### src/rtl/dmem_arbiter.sv
// dmem_arbiter: shares the single-port data RAM between the CPU MEM/WB stage
// and two DMA masters, the CCD frame writer and the NN accelerator.
// The CPU has fixed top priority and is never stalled. CCD and ACC take turns
// round-robin, and a granted master may keep ownership across a locked burst.
// Optional feature macro: DMEM_ARB_BURST_LIMIT_EN caps each ownership at
// MAX_BURST granted beats. When the macro is undefined, ownership has no limit.
module dmem_arbiter #(
  parameter int AW        = 8,
  parameter int DW        = 16,
  parameter int MAX_BURST = 16
) (
  input  logic          clk,
  input  logic          rst_n,
  input  logic          cpu_rd,
  input  logic          cpu_wr,
  input  logic [AW-1:0] cpu_addr,
  input  logic [DW-1:0] cpu_wdata,
  output logic [DW-1:0] cpu_rdata,
  input  logic          ccd_req,
  input  logic          ccd_we,
  input  logic          ccd_lock,
  input  logic [AW-1:0] ccd_addr,
  input  logic [DW-1:0] ccd_wdata,
  output logic          ccd_gnt,
  output logic          ccd_rvalid,
  output logic [DW-1:0] ccd_rdata,
  input  logic          acc_req,
  input  logic          acc_we,
  input  logic          acc_lock,
  input  logic [AW-1:0] acc_addr,
  input  logic [DW-1:0] acc_wdata,
  output logic          acc_gnt,
  output logic          acc_rvalid,
  output logic [DW-1:0] acc_rdata,
  output logic [AW-1:0] mem_addr,
  output logic [DW-1:0] mem_wdata,
  output logic          mem_wren,
  output logic          mem_rden,
  input  logic [DW-1:0] mem_q
);

  typedef enum logic [1:0] {
    IDLE    = 2'd0,
    OWN_CCD = 2'd1,
    OWN_ACC = 2'd2
  } state_t;

  localparam logic WIN_CCD = 1'b0;
  localparam logic WIN_ACC = 1'b1;

  state_t state;
  state_t state_next;
  logic   last_win;
  logic   last_win_next;
  logic   cpu_acc;
  logic   burst_done;

  assign cpu_acc   = cpu_rd | cpu_wr;
  assign cpu_rdata = mem_q;
  assign ccd_rdata = mem_q;
  assign acc_rdata = mem_q;

`ifdef DMEM_ARB_BURST_LIMIT_EN
  localparam int CW = $clog2(MAX_BURST + 1);
  localparam logic [CW-1:0] LAST_BEAT = CW'(MAX_BURST - 1);

  logic [CW-1:0] beat_cnt;

  assign burst_done = (beat_cnt == LAST_BEAT);

  // Count granted beats of the current ownership; cleared whenever the FSM heads to IDLE
  always_ff @(posedge clk or negedge rst_n) begin
    if (!rst_n) begin
      beat_cnt <= '0;
    end else if (state_next == IDLE) begin
      beat_cnt <= '0;
    end else if (ccd_gnt || acc_gnt) begin
      beat_cnt <= beat_cnt + 1'b1;
    end
  end
`else
  logic unused_max_burst;

  assign burst_done       = 1'b0;
  assign unused_max_burst = (MAX_BURST > 0);
`endif

  // State register and round-robin pointer (ACC after reset so CCD wins the first tie)
  always_ff @(posedge clk or negedge rst_n) begin
    if (!rst_n) begin
      state    <= IDLE;
      last_win <= WIN_ACC;
    end else begin
      state    <= state_next;
      last_win <= last_win_next;
    end
  end

  // Ownership decisions and beat grants; a CPU access stalls the owner without releasing it
  always_comb begin
    state_next    = state;
    last_win_next = last_win;
    ccd_gnt       = 1'b0;
    acc_gnt       = 1'b0;
    case (state)
      IDLE: begin
        if (ccd_req && (!acc_req || (last_win == WIN_ACC))) begin
          state_next    = OWN_CCD;
          last_win_next = WIN_CCD;
        end else if (acc_req) begin
          state_next    = OWN_ACC;
          last_win_next = WIN_ACC;
        end
      end
      OWN_CCD: begin
        ccd_gnt = ccd_req & ~cpu_acc;
        if (!ccd_req) begin
          state_next = IDLE;
        end else if (ccd_gnt && (!ccd_lock || burst_done)) begin
          state_next = IDLE;
        end
      end
      OWN_ACC: begin
        acc_gnt = acc_req & ~cpu_acc;
        if (!acc_req) begin
          state_next = IDLE;
        end else if (acc_gnt && (!acc_lock || burst_done)) begin
          state_next = IDLE;
        end
      end
      default: begin
        state_next = IDLE;
      end
    endcase
  end

  // Memory port mux: CPU first, then the granted master; fully quiet while in reset
  always_comb begin
    mem_addr  = '0;
    mem_wdata = '0;
    mem_wren  = 1'b0;
    mem_rden  = 1'b0;
    if (rst_n) begin
      if (cpu_acc) begin
        mem_addr  = cpu_addr;
        mem_wdata = cpu_wdata;
        mem_wren  = cpu_wr;
        mem_rden  = cpu_rd & ~cpu_wr;
      end else if (ccd_gnt) begin
        mem_addr  = ccd_addr;
        mem_wdata = ccd_wdata;
        mem_wren  = ccd_we;
        mem_rden  = ~ccd_we;
      end else if (acc_gnt) begin
        mem_addr  = acc_addr;
        mem_wdata = acc_wdata;
        mem_wren  = acc_we;
        mem_rden  = ~acc_we;
      end
    end
  end

  // Read-valid flags track the RAM's one-cycle latency after a granted read beat
  always_ff @(posedge clk or negedge rst_n) begin
    if (!rst_n) begin
      ccd_rvalid <= 1'b0;
      acc_rvalid <= 1'b0;
    end else begin
      ccd_rvalid <= ccd_gnt & ~ccd_we;
      acc_rvalid <= acc_gnt & ~acc_we;
    end
  end

endmodule

### config.mk
export PLATFORM = sky130hd
export DESIGN_NAME = dmem_arbiter
export DESIGN_NICKNAME = d
export VERILOG_FILES = /design/src/rtl/dmem_arbiter.sv
export SDC_FILE = /design/constraint.sdc
export NUM_CORES = 1
export LEC_CHECK = 0
export ABC_AREA = 1
export BUFFER_PORTS_ARGS = -buffer_cell sky130_fd_sc_hd__buf_2
export CORE_MARGIN = 2
export CORE_UTILIZATION = 36
export CTS_BUF_LIST = sky130_fd_sc_hd__clkbuf_16
export DETAILED_ROUTE_END_ITERATION = 12
export GPL_ROUTABILITY_DRIVEN = 0
export PLACE_DENSITY = 0.88
export SYNTH_ARGS = -nofsm -noshare
export SYNTH_HDL_FRONTEND = slang
export SYNTH_SLANG_ARGS = --single-unit
### constraint.sdc
create_clock -name clk -period 2.2 [get_ports clk]
set_input_delay 0.22 -clock clk [delete_from_list [all_inputs] [get_ports clk]]
set_output_delay 0.22 -clock clk [all_outputs]
set_load 0.005 [all_outputs]
**Yosys cells after proc, flatten, opt, wreduce, memory -nomap -nowiden**

Cells that the tools add are included.

- Word-level logic and storage cells: 57
- Flip-flop bits (word level): 5
- Input port bits: 98

- Equal/unequal tests: 5
- Bitwise gates (word level): 10
- Reduce and logical (&&, ||, !) cells: 11
- Multiplexer cells: 27

Operator list:

| kind | count |
|---|---|
| 16-bit 2-to-1 mux | 4 |
| 8-bit 2-to-1 mux | 4 |
| 1-bit 2-to-1 mux | 12 |
| 2-bit 2-to-1 mux | 6 |
| 3-bit != test (second input constant) | 3 |
| 2-bit one-hot mux with 3 select lines | 1 |
| 1-bit bitwise AND | 5 |
| 1-bit NOT | 4 |
| 1-bit logical AND | 3 |
| 1-bit zero test | 3 |
| 3-bit AND reduction | 1 |
| 2-bit by 1-bit == test with 1-bit output (second input constant) | 1 |
| 2-bit == test (second input constant) | 1 |
| 2-bit zero test | 1 |
| 2-bit AND reduction | 1 |
| 2-bit nonzero test | 1 |
| 1-bit logical OR | 1 |
| 1-bit bitwise OR | 1 |

**Depth between registers and ports, before layout**

- Depth after elaboration: 8
- Depth in mapped cells: 7

**Worst setup path after synthesis**

No wires, ideal clock.

- Path kind: reg-to-output
- From: register state[0]
- To: output port mem_wdata[0]
- Path buffers: 1
- Slack: 935 ps
- Arrival: 1045 ps
- Stages on the path, launching flop included: 8
- Required time: 1980 ps
- Path through: dfrtp_1 -> nand2_2 -> nor2_4 -> buf_6 -> nand3_1 -> nand3_1 -> nand2_1 -> inv_1

- Cells in the longest elaborated chain, start to end: 6
- Elaborated cells between the ends (all ways): 8

RTL lines:

| element | line | RTL |
|---|---|---|
| start, declared | 51 | `state_t state;` |
| start signal, assigned | 94 | `state <= state_next;` |
| 2-bit == test | 105 | `case (state)` |
| 1-bit 2-to-1 mux | 105 |  |
| 16-bit 2-to-1 mux | 154 | `end else if (acc_gnt) begin` |
| 16-bit 2-to-1 mux (*) | 149 | `end else if (ccd_gnt) begin` |
| 16-bit 2-to-1 mux (*) | 144 | `if (cpu_acc) begin` |
| 16-bit 2-to-1 mux (*) | 143 | `if (rst_n) begin` |
| end, declared | 36 | `output logic [DW-1:0] mem_wdata,` |

Mark *: on every way between the ends. The rest lies on a longest branch, timed or not.

**Worst setup path after layout**

- From: register state[1]
- To: output port mem_wren

- Cells in the longest elaborated chain, start to end: 6
- Elaborated cells between the ends (all ways): 8

RTL lines:

| element | line | RTL |
|---|---|---|
| 2-bit == test | 105 |  |
| 1-bit 2-to-1 mux | 105 |  |
| 1-bit 2-to-1 mux | 154 |  |
| 1-bit 2-to-1 mux (*) | 149 |  |
| 1-bit 2-to-1 mux (*) | 144 |  |
| 1-bit 2-to-1 mux (*) | 143 |  |
| end, declared | 37 | `output logic mem_wren,` |

Marks and branches as above.

==> impl_metrics.yaml <==
worst_hold_path:
  timing.hold.worst.class: "input pin to flop"
  hold_path_startpoint: "ccd_we"
critical_path:
  critical-path-top-delay-family: "simple AND/OR/NAND/NOR gates"
  r2r_slack_ns: 0.87
  worst-r2r-cell-count: 4
  startpoint_type: "flop"
  worst_r2r_startpoint: "state[1]"
  slowest_delay_ns: 0.47
  cp_data_required_time_ns: 1.98
  worst_setup_path_startpoint: "state[1]"
  endpoint_kind: "primary output"
  critPathCapture: "mem_wren"
  worstPathArrival_ns: 1.71
  critical_path_class: "flop to primary output"
  cp.buffers_inverters: 2
  crit-reg2reg-capture: "state[1]"
  worstSetupPathDepth: 7
  timing.critical_path.cells: "nand2_1 -> nor2_4 -> nand3_1 -> nand3_1 -> nand2_1 -> inv_1 -> buf_2"
  crit_path_top_delay_cell: "nor2_4"
  critPathMaxFanout: 26
route:
  dr.first_iter.drc_count: 70
  drc_errors: 0
  wirelength_um: 3881
  avgRoutedWirePerCell_um: 10.90
  postRouteAntennaNets: 0
  dr.pass1.iters: 4
  vias: 1647
  via_per_inst: 4.626
clock_network:
  cts.sinks: 5
  tritoncts: "done"
  cts_made_buffers: 3
  cts_root_buffer: "clkbuf_16"
  clockBufferDepth: 2
  htreeDepth: 1
  worst_setup_hold_path_clk_slew_ns: 0.03
  cts_hold_buffers: 1
  cts_setup_buffers: 0
  clock_insertion_delay_worst_skew_ns: 0.22
  cts_resized: 0
timing:
  clock_skew_ns: 0.001875
  setup_violations: 0
  relSlewSlack_pct: 60.52
  worstMarginPinSlew_ns: 0.5908
  fin_crit_ns: 1.929
  rsz0062_at_grt: "no"
  final.setup.tns_ns: 0
  timing.final.hold_violations: 0
  final_min_period_over_clock_period_pct: 87.69
  final-max-slew-violation-count: 0
  fmaxAchievable_mhz: 518.4
layout:
  final_layout_size_suffix_gt1_share_pct: 41.18
  final_area_um2: 1675
  antennaDiodeCount: 0
  finish.net_count: 405
  flow.area_growth_from_synthesis_pct: 14.54
  layout.cells.most_common_list: "111 x buf_2, 76 x nand3_1, 57 x nand2_1"
  layout_commonest_cell: "buf_2"
placed_design:
  placedInstanceArea_um2: 1587
  hpwlAfterDp_um: 2865
  port-buffer-count: 111
logic_synthesis:
  netlist_area_um2: 1463
  netlist.top_cell.by_area: "nand3_1"
  seq_area_frac_synth_pct: 8.640
  ys_types: 18
  synth_top_cells_by_area: "nand3_1 26%, buf_4 25%, nand2_1 15%"
  total_of_warnings_raised_by_yosys: 0
  netlist_instances: 249
  synth.ff_latch_count: 5
  syn_nets: 347
  post-synth-top-area-fraction_pct: 26.01
  syn-mean-instance-area_um2: 5.874
die:
  die_y_um: 67.74
  floorplan.io_pins: 176
  initial_utilization_pct: 37.10
  die_width_um: 67.74
  std_cell_rows: 23
  core_area_um2: 3943
  floorplan.die_area_um2: 4589
power:
  internal_power_uw: 525.7
  power.combinational.fraction_pct: 46.7
  power.net_switching_uw: 310.1
  peakVddDrop_v: 0.0003016
  power.clock.fraction_pct: 34.8
  swShare_pct: 37.10
  power.density_cell_area_nw_per_um2: 498.9
  total_leakage_power_nw: 1.142
  p_seq_share_pct: 18.5
run_status:
  run_status: "complete, no violations"
grt:
  wire_length_of_the_first_global_routing_pass_um: 5692
  grt_antenna_before_repair: 0
  grt_start_max_net_pins: 52
  grt_remaining_overflow: 0
  track_usage_pct: 15.72
  first_global_vias: 1321
run:
  drv_cap: 0
==> area by class of cell <==
class / count / area [um2]
clock buffers: 3 / 75.07
clock inverters: 1 / 3.754
multi-input cells: 149 / 695.7
repair buffers: 115 / 588.1
inverters: 33 / 123.9
well taps: 50 / 62.56
fillers: 414 / 2267
flip-flops and latches: 5 / 126.4
==> kinds of logic (layout without fill, tap and decap cells) <==
family / after synthesis / in the layout / synth area share [%]
buffers and inverters: 95 / 152 / 43.80
AO/OA/AOI/OAI: 4 / 4 / 1.369
AND/OR/NAND/NOR: 145 / 145 / 46.19
flip-flops: 5 / 5 / 8.640
==> Yosys cell counts <==
cell type  instances
clkbuf_4           1
nor2_1             5
dfstp_2            1
nand2_2            1
inv_2              1
clkbuf_8           6
buf_4             48
buf_6              5
nand3_1           76
or2_2              1
dfrtp_1            4
inv_1             32
o21ai_0            4
nor2_2             1
nand2_1           57
buf_2              2
nand3_2            1
nor2_4             3
==> power groups by stage <==
stage               Clock [mW]  Sequential, mW  Combinational (mW)
CTS                      0.298           0.154               0.398
global placement             0           0.153               0.386
detailed placement           0           0.155               0.395
finish                   0.291           0.154               0.391
global route             0.307           0.158               0.449
floorplan                    0           0.152               0.347
==> sequential cells by signal (all words and copies together) (netlist names) <==
name and flops:
last_win 1, acc_rvalid 1, state 2, ccd_rvalid 1
==> worst min-delay path by stage <==
stage | to | slack, ns | depth (start not counted)
3_3_place_gp | ccd_rvalid | 0.19 | 1
5_1_grt | ccd_rvalid | 0.18 | 2
4_1_cts | ccd_rvalid | 0.16 | 2
6_report | ccd_rvalid | 0.17 | 2
3_5_place_dp | ccd_rvalid | 0.19 | 1
2_1_floorplan | acc_rvalid | -0.08 | 0
==> routing by layer <==
| layer | global-route usage (%) | up-vias | wire length [um] |
|---|---|---|---|
| li1 | - | 848 | - |
| met3 | 2.833 | 20 | 376 |
| met2 | 28.80 | 82 | 1896 |
| met1 | 17.38 | 697 | 1498 |
| met5 | 0 | - | 0 |
| met4 | 7.143 | 0 | 110 |
==> through the flow <==
stage	hold WS, ns	power, mW	std cells	worst slack [ns]	utilization (%)
finish	0.1681	0.8358	356	0.2709	42.49
global route	0.1806	0.9142	356	0.1108	42.49
CTS	0.1627	0.8501	356	0.2158	42.49
detailed placement	0.1918	0.5499	351	0.4659	40.24
global placement	0.1851	0.5391	351	0.5616	40.24
floorplan	-0.07559	0.4993	249	0.9354	-
(Power assumes the default switching activity.)
